[config.mk]
export PLATFORM = sky130hd
export DESIGN_NAME = sr_ff_monitor
export DESIGN_NICKNAME = d
export VERILOG_FILES = /design/src/rtl/sr_ff_monitor.sv
export SDC_FILE = /design/constraint.sdc
export NUM_CORES = 1
export LEC_CHECK = 0
export BUFFER_PORTS_ARGS = -buffer_cell sky130_fd_sc_hd__buf_4
export CAP_MARGIN = 20
export CORE_MARGIN = 5
export CORE_UTILIZATION = 40
export DETAILED_ROUTE_END_ITERATION = 8
export GPL_TIMING_DRIVEN = 0
export PLACE_DENSITY = 0.68
export SYNTH_ARGS = -nofsm -noshare
export SYNTH_HDL_FRONTEND = slang
export SYNTH_SLANG_ARGS = --single-unit
[constraint.sdc]
create_clock -name clk -period 4 [get_ports clk]
set_input_delay 0.4 -clock clk [delete_from_list [all_inputs] [get_ports clk]]
set_output_delay 0.4 -clock clk [all_outputs]
set_load 0.005 [all_outputs]
[src/rtl/sr_ff_monitor.sv]
// Checker for a clocked SR flip-flop. It predicts Q from S/R, flags Q mismatches,
// illegal S=R=1 commands and broken Q/Qbar complements, and keeps saturating
// error counters plus a sticky fail flag.
module sr_ff_monitor #(
    parameter int unsigned CNT_W = 8
) (
    input  logic             clk,
    input  logic             rst_n,
    input  logic             en,
    input  logic             clear,
    input  logic             S,
    input  logic             R,
    input  logic             Q,
    input  logic             Qbar,
    output logic             exp_q,
    output logic             exp_valid,
    output logic             mismatch,
    output logic             illegal,
    output logic             comp_err,
    output logic [CNT_W-1:0] err_count,
    output logic [CNT_W-1:0] illegal_count,
    output logic             sticky_fail,
    output logic [1:0]       state
);

    localparam int unsigned SUM_W = CNT_W + 1;
    localparam logic [1:0] ST_DIS = 2'b00;
    localparam logic [1:0] ST_UNK = 2'b01;
    localparam logic [1:0] ST_TRK = 2'b10;
    localparam logic [SUM_W-1:0] CNT_MAX = {1'b0, {CNT_W{1'b1}}};

    logic [1:0]       state_nx;
    logic             armed_c;
    logic             mismatch_c;
    logic             comp_err_c;
    logic             illegal_c;
    logic             exp_q_nx;
    logic             first_nx;
    logic [SUM_W-1:0] err_sum_c;
    logic [SUM_W-1:0] ill_sum_c;
    logic [CNT_W-1:0] err_count_nx;
    logic [CNT_W-1:0] illegal_count_nx;
    logic             sticky_nx;

    // First armed edge after arming, and edge right after an illegal: no complement check.
    logic             first_q;
    logic             after_ill_q;

    // State register.
    always_ff @(posedge clk or negedge rst_n) begin
        if (!rst_n) begin
            state <= ST_DIS;
        end else begin
            state <= state_nx;
        end
    end

    // Next-state: en=0 always disarms; an illegal command drops back to UNKNOWN.
    always_comb begin
        state_nx = state;
        if (!en) begin
            state_nx = ST_DIS;
        end else begin
            case (state)
                ST_DIS: state_nx = ST_UNK;
                ST_UNK, ST_TRK: begin
                    if (S && R) begin
                        state_nx = ST_UNK;
                    end else if (S ^ R) begin
                        state_nx = ST_TRK;
                    end
                end
                default: state_nx = ST_DIS;
            endcase
        end
    end

    // Event detection, prediction update and saturating counter arithmetic.
    always_comb begin
        armed_c    = en && ((state == ST_UNK) || (state == ST_TRK));
        mismatch_c = armed_c && (state == ST_TRK) && (Q != exp_q);
        comp_err_c = armed_c && (Q == Qbar) && !first_q && !after_ill_q;
        illegal_c  = armed_c && S && R;

        exp_q_nx = exp_q;
        if (!en) begin
            exp_q_nx = 1'b0;
        end else if (armed_c && (S ^ R)) begin
            exp_q_nx = S;
        end

        first_nx = en && (state == ST_DIS);

        err_sum_c = SUM_W'(err_count) + SUM_W'(mismatch_c) + SUM_W'(comp_err_c);
        ill_sum_c = SUM_W'(illegal_count) + SUM_W'(illegal_c);

        err_count_nx     = (err_sum_c > CNT_MAX) ? CNT_MAX[CNT_W-1:0] : err_sum_c[CNT_W-1:0];
        illegal_count_nx = (ill_sum_c > CNT_MAX) ? CNT_MAX[CNT_W-1:0] : ill_sum_c[CNT_W-1:0];
        sticky_nx        = sticky_fail || mismatch_c || comp_err_c || illegal_c;

        if (clear) begin
            err_count_nx     = '0;
            illegal_count_nx = '0;
            sticky_nx        = 1'b0;
        end
    end

    // Registered outputs and suppression flags.
    always_ff @(posedge clk or negedge rst_n) begin
        if (!rst_n) begin
            exp_q         <= 1'b0;
            exp_valid     <= 1'b0;
            mismatch      <= 1'b0;
            illegal       <= 1'b0;
            comp_err      <= 1'b0;
            err_count     <= '0;
            illegal_count <= '0;
            sticky_fail   <= 1'b0;
            first_q       <= 1'b0;
            after_ill_q   <= 1'b0;
        end else begin
            exp_q         <= exp_q_nx;
            exp_valid     <= (state_nx == ST_TRK);
            mismatch      <= mismatch_c;
            illegal       <= illegal_c;
            comp_err      <= comp_err_c;
            err_count     <= err_count_nx;
            illegal_count <= illegal_count_nx;
            sticky_fail   <= sticky_nx;
            first_q       <= first_nx;
            after_ill_q   <= illegal_c;
        end
    end

endmodule

After elaboration in Yosys (flattened, before gate mapping)

Cells that the tools add are included.

$add $sub $neg: 3
$lt $le $gt $ge: 2
Equality and inequality tests: 6
Muxes and demuxes: 11
Bitwise operators: 1
Reductions and logical operators: 19

Operator list:

| cell                                                   | count |
|---|---|
| 2-to-1 mux 8 bit                                       | 4 |
| adder 8 x 1 -> 9 bit                                   | 2 |
| > comparator 9 x 8 -> 1 bit (second input constant)    | 2 |
| logical AND 1 bit                                      | 11 |
| adder 9 x 1 -> 9 bit                                   | 1 |
| 2-to-1 mux 2 bit                                       | 3 |
| equality test 2 bit (second input constant)            | 2 |
| logical OR 1 bit                                       | 4 |
| case mux 2 bit (2 select lines)                        | 1 |
| 2-to-1 mux 1 bit                                       | 3 |
| equality test 2 x 1 -> 1 bit (second input constant)   | 1 |
| zero test 1 bit                                        | 2 |
| zero test 2 bit                                        | 1 |
| inequality test 2 x 1 -> 1 bit (second input constant) | 1 |
| OR reduction 2 bit                                     | 1 |
| equality test 1 bit                                    | 1 |
| inequality test 1 bit                                  | 1 |
| bitwise XOR 1 bit                                      | 1 |

Bits in registers: 25
Bits of input ports: 8
Word-level logic and storage cells: 52

Logic depth before layout (Yosys ltp)

Gate-level depths: netlist (run 1).

Word-level depth: 10
Depth in mapped cells: 10
Mapped depth without buffers: 10

Worst setup path after synthesis (run 1)

OpenSTA, ideal clock, no wires.

Kind: flip-flop to flip-flop
Start point: register state[1]
End point: register err_count[6]
Arrival: 2.162 ns
Required time: 3.872 ns
Setup slack: 1.709 ns
Stages on the path, launching flop included: 10
Buffers on the path: 0
Period minus slack after synthesis: 2.291 ns
Cell sequence: dfrtp_1 inv_1 ha_1 nand2_1 nor4_1 fa_1 ha_1 nand2_2 nor4bb_1 nor3_1

Cells in the longest elaborated chain, start to end: 10

RTL lines:

| what                                                                | line | text |
|---|---|---|
| from (decl)                                                         | 23   | `output logic [1:0] state` |
| from (signal assigned)                                              | 54   | `state <= state_nx;` |
| equality test 2 x 1 -> 1 bit or equality test 2 bit (tied branches) | 80   | `armed_c = en && ((state == ST_UNK) \|\| (state == ST_TRK));` |
| logical OR 1 bit (*)                                                | 80   |  |
| logical AND 1 bit (*)                                               | 80   |  |
| logical AND 1 bit (*) (3 in series)                                 | 82   | `comp_err_c = armed_c && (Q == Qbar) && !first_q && !after_ill_q;` |
| via comp_err_c                                                      | 35   | `logic comp_err_c;` |
| adder 9 x 1 -> 9 bit (*)                                            | 94   | `err_sum_c = SUM_W'(err_count) + SUM_W'(mismatch_c) + SUM_W'(comp_err_c);` |
| > comparator 9 x 8 -> 1 bit                                         | 97   | `err_count_nx = (err_sum_c > CNT_MAX) ? CNT_MAX[CNT_W-1:0] : err_sum_c[CNT_W-1:0];` |
| 2-to-1 mux 8 bit (*)                                                | 97   |  |
| 2-to-1 mux 8 bit (*)                                                | 101  | `if (clear) begin` |
| via err_count_nx[6]                                                 | 41   | `logic [CNT_W-1:0] err_count_nx;` |
| to (signal assigned)                                                | 127  | `err_count <= err_count_nx;` |
| to (decl)                                                           | 20   | `output logic [CNT_W-1:0] err_count,` |

The timed path passes the listed nets; every way through them passes the cells marked *.
A chain may end at the register's enable or synchronous reset.

Final worst setup path (run 1)

Ends and elaborated chain as after synthesis.

==> impl_metrics.yaml, run 1 <==
clock_network:
  cts_sinks: 25
  cts_buffer_depth: 2
  cts.clk_slew.worst_paths_ps: 130
  cts_tree: "built"
  postCtsResizedCells: 0
  clk_latency_ps: 300
  post_cts_buffers: 0
  numCtsBuffers: 3
  h-tree-depth: 1
  root_buffer: "clkbuf_4"
sta:
  slew_headroom_pct: 62.03
  rsz0062_at_grt: "no"
  timing.fmax_mhz: 368.5
  period_share_pct: 67.84
  maxSlewViolCount: 0
  fin_ws_ps: 1287
  tns_ps: 0
  clock-skew-final_ps: 3.211
  hold_viol: 0
  min_period_ps: 2713
  max_slew.worst_pin.slew_ps: 564.3
  setup_violations: 0
  worst_hold_slack_ps: 307.8
floorplanning:
  die_x_um: 65.79
  placementRows: 20
  start_util_pct: 41.12
  dieArea_mm2: 0.004328
  core-area_mm2: 0.003028
  die_h_um: 65.79
  ioPinCount: 32
layout:
  seqCellArea_um2: 625.6
  final_util_pct: 51.57
  fillers: 290
  multiInputGateArea_um2: 563.0
  drive_above_1_share_pct: 28.29
  final_nets: 169
  areaGrowthSynthToFinish_pct: 25.43
  finalInstanceArea_mm2: 0.001562
  diodes: 0
  instances_no_fill: 196
placed_design:
  place_ws_ps: 1310
  hpwl_um: 1999
  place.gp.congestion: 0.8896
  portBuffers: 30
  dp_cells: 191
  placed_area_mm2: 0.001525
logic_synthesis:
  synth.top_cell.area_share_pct: 50.25
  synth-seq-cells: 25
  syn-num-nets: 133
  synth-async-reset-ratio_pct: 100.0
  synth_area_mm2: 0.001245
  synthTopCellsByArea: "dfrtp_1, ha_1, a21oi_1, xor2_1, inv_1"
  synth_cells: 117
  synth_ff_type: "dfrtp_1"
  ys_warn_count: 0
  synthTopCellsByCount: "dfrtp_1, a21oi_1, inv_1"
  ys_seq_area_share_pct: 50.25
  post-synth-top-count-cell: "dfrtp_1"
  syn_avg_cell_area_um2: 10.64
  synth_area_leader_cell: "dfrtp_1"
  synth_edf_count: 0
  synth.distinct_cells: 32
worst_hold_path:
  hold_path_class: "primary input to register"
setup_path:
  worst-endpoint-arrival_ps: 2910
  endpoint_kind: "register"
  worstPathRequired_ps: 4200
  critPathLaunchType: "register"
  cpPeakStageDelay_ps: 500
  cp_slowest_cell: "nor4_1"
  crit_top_cell: "ha_1"
  critPathMaxFanout: 5
  path_cells: "inv_1 > ha_1 > nand2_1 > nor4_1 > fa_1 > ha_1 > nand2_2 > nor4bb_1 > nor3_1"
  path_class: "register to register"
pwr:
  total_power_mw: 0.4333
  power.density_mw_per_mm2: 277.5
  power.leakage_nw: 0.7548
  irDropWorstVdd_mv: 0.1395
grt:
  track_usage_pct: 12.49
  grt_max_degree: 26
  grt_pass1_wl_um: 4278
  antenna_found_initial: 0
  grt_overflow_total: 0
  grt_pass1_vias: 1001
detailed_routing:
  num_vias: 1012
  drt_iter0_markers: 30
  firstDrtPassIters: 4
  routedWlPerCell_um: 12.99
  wl_um: 2546
  drt-vias-per-instance: 5.163
  drc: 0
  ant_nets: 0
outcome:
  outcome: "complete, no violations"
run:
  cap_violations: 0
[logic make-up (layout without fill, tap and decap cells)]
group	count (synthesis)	count (layout)	synth area share [%]
buffers and inverters	12	47	4.522
adder cells (fa/ha/maj)	8	8	8.643
AND/OR/NAND/NOR	43	43	20.50
flip-flops	25	25	50.25
multiplexers	2	2	1.608
XOR/XNOR	6	6	4.221
AO/OA/AOI/OAI	21	21	10.25
[placed cells by master, fill, tap and decap left out, types with 5 or more instances in the layout]
master / instances
nand3_1: 6
inv_1: 9
nor2_1: 6
buf_4: 33
a21oi_1: 9
ha_1: 7
xor2_1: 5
nor3_1: 6
dfrtp_1: 25
nand2_1: 5
[state kept, by name (all words and copies together), names as in the netlist]
name,flops
mismatch,1
sticky_fail,1
first_q,1
after_ill_q,1
comp_err,1
err_count,8
illegal_count,8
exp_valid,1
state,2
exp_q,1
[report_power, final]
part	internal [mW]	switching [mW]	total (mW)
Combinational	0.0283	0.0289	0.0571
Sequential	0.261	0.00642	0.268
Clock	0.0389	0.0698	0.109
Total	0.328	0.105	0.433
[per-layer routing]
metal  share of wire (%)  track usage (%)
met5                   0                0
met4                0.43            3.627
met3                 5.2            2.211
met2                  51            22.40
met1                  43            15.12
[worst max-delay path, delay by kind of cell, from the launching register on]
| kind | cells | cell delay (ps) |
|---|---|---|
| adder cells (fa/ha/maj) | 3 | 1030 |
| AND/OR/NAND/NOR | 5 | 1060 |
| flip-flops | 1 | 460 |
| buffers and inverters | 1 | 70 |
[repair_timing]
item,4_1_cts,5_1_grt
endpoints found under the hold margin,25,0
endpoints found under the setup margin,0,0
hold buffers,1,0
[path summary, 6_finish.rpt]
path | slack [ps] | to | start | cells after the start
setup / recovery | 1290 | err_count[6] | state[1] | 9
hold / removal | 310 | err_count[7] | clear | 2
setup reg to reg | 1290 | err_count[6] | state[1] | 9
hold reg to reg | 460 | comp_err | first_q | 1
max in group asynchronous | 3250 | illegal_count[0] | rst_n | 2
min in group asynchronous | 520 | err_count[4] | rst_n | 2
[layout make-up]
| class | instances | area share, % |
|---|---|---|
| multi-input combinational | 80 | 36.06 |
| timing repair buffer | 31 | 15.06 |
| buffer | 3 | 1.442 |
| clock buffer | 4 | 1.683 |
| tap | 44 | 3.526 |
| sequential | 25 | 40.06 |
| inverter | 9 | 2.163 |
No activity file was read; power rests on OpenSTA's default activity.
==> inputs of run 2 (changes only) <==
- ABC_AREA: unset -> 1
- PLACE_DENSITY: 0.68 -> 0.7
- clock period: 4 -> 2.2 ns (I/O delays scaled with it)
==> impl_metrics.yaml, run 2 <==
outcome:
  outcome: "complete, no violations"
pwr:
  irDropWorstVdd_mv: 0.3237
  power.leakage_nw: 0.8998
  power.density_mw_per_mm2: 514.8
layout:
  diodes: 0
  layout_common_cells: "buf_4, nand2_1, inv_1"
  largest_registers: "err_count: 8 flops, illegal_count: 8 flops, state: 2 flops"
  finalInstanceArea_mm2: 0.001728
  drive_above_1_share_pct: 33.33
  areaGrowthSynthToFinish_pct: 32.79
  fillers: 276
  final_nets: 212
  final_common_cell: "buf_4"
sta:
  maxSlewViolCount: 0
  fin_ws_ps: 108.4
  slew_headroom_pct: 64.37
  tns_ps: 0
  worst_hold_slack_ps: 84.38
  period_share_pct: 95.07
  rsz0062_at_grt: "yes"
  setup_violations: 0
  timing.fmax_mhz: 478.1
  clock-skew-final_ps: 9.096
  hold_viol: 0
  max_slew.worst_pin.slew_ps: 534.5
  min_period_ps: 2092
worst_hold_path:
  hold_path_class: "primary input to register"
detailed_routing:
  wl_um: 2707
  drt-vias-per-instance: 4.531
  routedWlPerCell_um: 11.33
  drc: 0
  ant_nets: 0
  drt_iter0_markers: 18
  firstDrtPassIters: 4
  num_vias: 1083
logic_synthesis:
  synthTopCellsByCount: "nand2_1, inv_1, dfrtp_1"
  synth_area_mm2: 0.001301
  syn_avg_cell_area_um2: 8.505
  synth_ff_type: "dfrtp_1"
  synth.distinct_cells: 19
  syn-num-nets: 169
  synth-async-reset-ratio_pct: 100.0
  synthTopCellsByArea: "dfrtp_1, nand2_1, inv_1, ha_1, a21oi_1"
  ys_warn_count: 0
  ys_seq_area_share_pct: 48.08
  synth.top_cell.area_share_pct: 48.08
  synth_cells: 153
  synth_edf_count: 0
  post-synth-top-count-cell: "nand2_1"
  synth-seq-cells: 25
  synth_area_leader_cell: "dfrtp_1"
grt:
  track_usage_pct: 13.05
  grt_max_degree: 26
  antenna_found_initial: 0
  grt_pass1_vias: 1115
  grt_pass1_wl_um: 4464
  grt_overflow_total: 0
setup_path:
  crit_family: "adder cells"
  worst-endpoint-arrival_ps: 2330
  endpoint_kind: "register"
  critPathLaunchType: "register"
  path_class: "register to register"
  critPathMaxFanout: 7
  crit_buf_inv: 3
  cpPeakStageDelay_ps: 410
  path_cells: "inv_2 > ha_4 > nand2_2 > nor2_1 > nand3_1 > inv_2 > fa_2 > ha_4 > nand2_2 > nor2_4 > nand3_4 > nand3_2 > nand2_1 > inv_1"
  reg2reg_slack_ps: 110
  cp_slowest_cell: "dfrtp_1"
  worstPathRequired_ps: 2430
clock_network:
  root_buffer: "clkbuf_4"
  cts_buffer_depth: 2
  cts_tree: "built"
  cts_sinks: 25
  cts.clk_slew.worst_paths_ps: 130
  h-tree-depth: 1
  numCtsBuffers: 3
  clk_latency_ps: 320
placed_design:
  place_ws_ps: -125.1
  place.gp.congestion: 0.8234
  hpwl_um: 1952
  portBuffers: 31
  placed_area_mm2: 0.001589
floorplanning:
  core-area_mm2: 0.003078
  ioPinCount: 32
  dieArea_mm2: 0.004494
  die_x_um: 67.04
  die_h_um: 67.04
  placementRows: 20
  start_util_pct: 42.28
run:
  cap_violations: 0
[run 2: kinds of logic (layout without fill, tap and decap cells)]
group	after synthesis	in the layout	share of synthesized area, %
and+or+nand+nor	63	63	22.88
AOI/OAI and AO/OA	19	19	7.884
DFF	25	25	48.08
xor gates and xnor gates	5	5	3.366
adders and majority gates	8	8	8.269
buffers and inverters	33	75	9.519
[run 2: worst reg2reg max path: cells and delay by family (launching register included)]
kind | cells | cell delay (ps)
buffers and inverters | 3 | 190
AND/OR/NAND/NOR | 8 | 630
adder cells (fa/ha/maj) | 3 | 770
flip-flops | 1 | 410
[run 2: worst paths after layout]
check | cells after the start | to | startpoint
min | 2 | err_count[0] | clear
min reg2reg | 2 | exp_q | exp_q
max | 14 | err_count[5] | state[0]
max reg2reg | 14 | err_count[5] | state[0]
min in group asynchronous | 2 | illegal_count[4] | rst_n
max in group asynchronous | 2 | err_count[0] | rst_n
[run 2: power breakdown]
group	internal, mW	switching (mW)	leakage (nW)
registers	0.483	0.0137	0.344
logic	0.0959	0.0960	0.538
clock network	0.0681	0.133	0.0177
total	0.647	0.243	0.900
[run 2: layout make-up]
cell class	instances	area, um^2	area share [%]
Inverter	32	120.1	6.951
Multi-Input combinational cell	95	608.1	35.19
Timing Repair Buffer	38	287.8	16.65
Tap cell	44	55.05	3.186
Clock buffer	3	22.52	1.303
Sequential cell	25	625.6	36.21
Clock inverter	1	5.005	0.2896
Buffer	1	3.754	0.2172
[run 2: stage by stage]
stage          util, %  power, mW  instances
6_report         56.14     0.8896        239
5_1_grt          56.14     0.9444        239
4_1_cts          53.58     0.8680        235
3_5_place_dp     51.63     0.6471        228
3_3_place_gp     51.63     0.6410        228
2_1_floorplan        -     0.5757        153
[run 2: layer usage]
metal  vias up  wire (um)  track usage, %
met5         -          0               0
met1       510       1177           14.72
li1        550          -               -
met2        21       1391           23.68
met3         2        119           3.373
met4         0         18           4.051
[run 2: what timing repair did]
action / CTS / global route
setup buffers: 2 / 4
endpoints found under the setup margin: 10 / 16
resized for setup: 3 / 15
hold endpoints to repair: 25 / 0
hold buffers: 1 / 0
cloned: 0 / 0
pin swaps: 0 / 9
==> inputs of run 3 (changes only) <==
- CAP_MARGIN: 20 -> unset
- CORE_ASPECT_RATIO: unset -> 1.4
- SKIP_LAST_GASP: unset -> 1
==> impl_metrics.yaml, run 3 (synthesis results as in run 2) <==
sta:
  timing.fmax_mhz: 479.6
  setup_violations: 0
  hold_viol: 0
  rsz0062_at_grt: "yes"
  maxSlewViolCount: 0
  max_slew.worst_pin.slew_ps: 477.9
  min_period_ps: 2085
  slew_headroom_pct: 68.14
  clock-skew-final_ps: 1.983
  period_share_pct: 94.79
  worst_hold_slack_ps: 137.5
setup_path:
  timing.rr.end: "err_count[5]"
  worstPathRequired_ps: 2360
  endpoint_kind: "register"
  reg2reg_from: "state[0]"
  cp_num_cells: 14
  crit_start: "state[0]"
  reg2reg_slack_ps: 110
  cpPeakStageDelay_ps: 390
  critPathMaxFanout: 7
  path_cells: "inv_2 > ha_4 > nand2_4 > nor2_1 > nand2_1 > inv_2 > fa_2 > ha_4 > nand2_2 > nor2_4 > nand3_4 > nand3_2 > nand2_1 > inv_1"
  reg2reg_depth: 14
  worst-endpoint-arrival_ps: 2250
  cp_slowest_cell: "dfrtp_1"
  critPathLaunchType: "register"
  crit_family: "adder cells"
  endpoint: "err_count[5]"
  crit_buf_inv: 3
  path_class: "register to register"
grt:
  grt_pass1_wl_um: 4643
  track_usage_pct: 12.75
  grt_overflow_total: 0
  grt_pass1_vias: 1056
  grt_max_degree: 26
  antenna_found_initial: 0
detailed_routing:
  wl_um: 2643
  num_vias: 1054
  drt-vias-per-instance: 4.524
  routedWlPerCell_um: 11.34
  ant_nets: 0
  drc: 0
  drt_iter0_markers: 28
  firstDrtPassIters: 4
layout:
  areaGrowthSynthToFinish_pct: 33.27
  largest_registers: "err_count: 8 flops, illegal_count: 8 flops, state: 2 flops"
  instances_no_fill: 233
  fillers: 303
  drive_above_1_share_pct: 31.44
  multiInputGateArea_um2: 610.6
  final_common_cell: "buf_4"
  final_nets: 211
  seqCellArea_um2: 625.6
  layout_common_cells: "buf_4, nand2_1, inv_1"
  diodes: 0
placed_design:
  dp_cells: 223
  hpwl_um: 2055
  place.gp.congestion: 0.8675
  portBuffers: 31
pwr:
  power.leakage_nw: 0.8994
  power.density_mw_per_mm2: 550.3
  irDropWorstVdd_mv: 0.2812
clock_network:
  cts_buffer_depth: 2
  cts.clk_slew.worst_paths_ps: 80
  cts_tree: "built"
  h-tree-depth: 1
  clk_latency_ps: 260
  root_buffer: "clkbuf_8"
  numCtsBuffers: 3
  cts_sinks: 25
floorplanning:
  dieArea_mm2: 0.004510
  die_h_um: 77.49
  placementRows: 24
  die_x_um: 58.21
  core-area_mm2: 0.003123
  start_util_pct: 41.67
  ioPinCount: 32
outcome:
  outcome: "complete, no violations"
run:
  cap_violations: 0
worst_hold_path:
  hold_path_class: "primary input to register"
==> run 3: cell count changes in the layout (fill, tap and decap cells not counted), moves of 2 or more <==
cell / previous run / this run
a21oi_1: 10 / 12
a21oi_2: 3 / 1
clkbuf_8: 0 / 3
clkbuf_4: 3 / 0
==> run 3: timing repair <==
| item | CTS | global route |
|---|---|---|
| gates resized for setup | 5 | 12 |
| setup buffers | 2 | 3 |
| hold endpoints to repair | 25 | 0 |
| setup endpoints to repair | 16 | 16 |
| pin swaps | 0 | 4 |
| hold buffers | 1 | 0 |
==> run 3: worst min path at each step <==
stage / start / to / depth (start not counted)
6_report: clear / err_count[1] / 2
5_1_grt: clear / err_count[2] / 2
3_3_place_gp: rst_n / illegal_count[7] / 1
3_5_place_dp: rst_n / err_count[7] / 1
2_1_floorplan: rst_n / after_ill_q / 0
4_1_cts: clear / err_count[0] / 2
==> run 3: where the power goes <==
| group | total (mW) | switching, mW | internal (mW) |
|---|---|---|---|
| clock network | 0.265 | 0.136 | 0.129 |
| logic | 0.193 | 0.0966 | 0.0964 |
| registers | 0.496 | 0.0140 | 0.482 |
| total | 0.954 | 0.246 | 0.708 |
==> run 3: layout make-up <==
cell class / instances / share of cell area, %
repair buffers: 37 / 16.16
inverters: 32 / 6.926
plain buffers: 1 / 0.2165
clock buffers: 4 / 2.597
well taps: 39 / 2.814
multi-input cells: 95 / 35.21
flip-flops and latches: 25 / 36.08
==> run 3: per-layer routing <==
metal	wire length, um	global-route usage, %	vias up	share of wire, %
li1	-	-	550	-
met1	1114	15.81	477	42
met3	160	2.824	4	6.1
met2	1343	21.61	23	51
met4	24	4.176	0	0.91
met5	0	0	-	0
==> run 3: per-stage QoR <==
| stage | utilization [%] | worst slack, ps | power [mW] | setup TNS, ps | area [um^2] |
|---|---|---|---|---|---|
| finish | 55.53 | 114.7 | 0.9543 | 0 | 1734 |
| global route | 55.53 | -11.42 | 1.012 | -11.42 | 1734 |
| CTS | 53.57 | 3.527 | 0.9391 | 0 | 1673 |
| detailed placement | 50.68 | -200.0 | 0.6497 | -1145 | 1583 |
| global placement | 50.68 | -69.64 | 0.6423 | -165.1 | 1583 |
| floorplan | - | 63.41 | 0.5757 | 0 | 1301 |
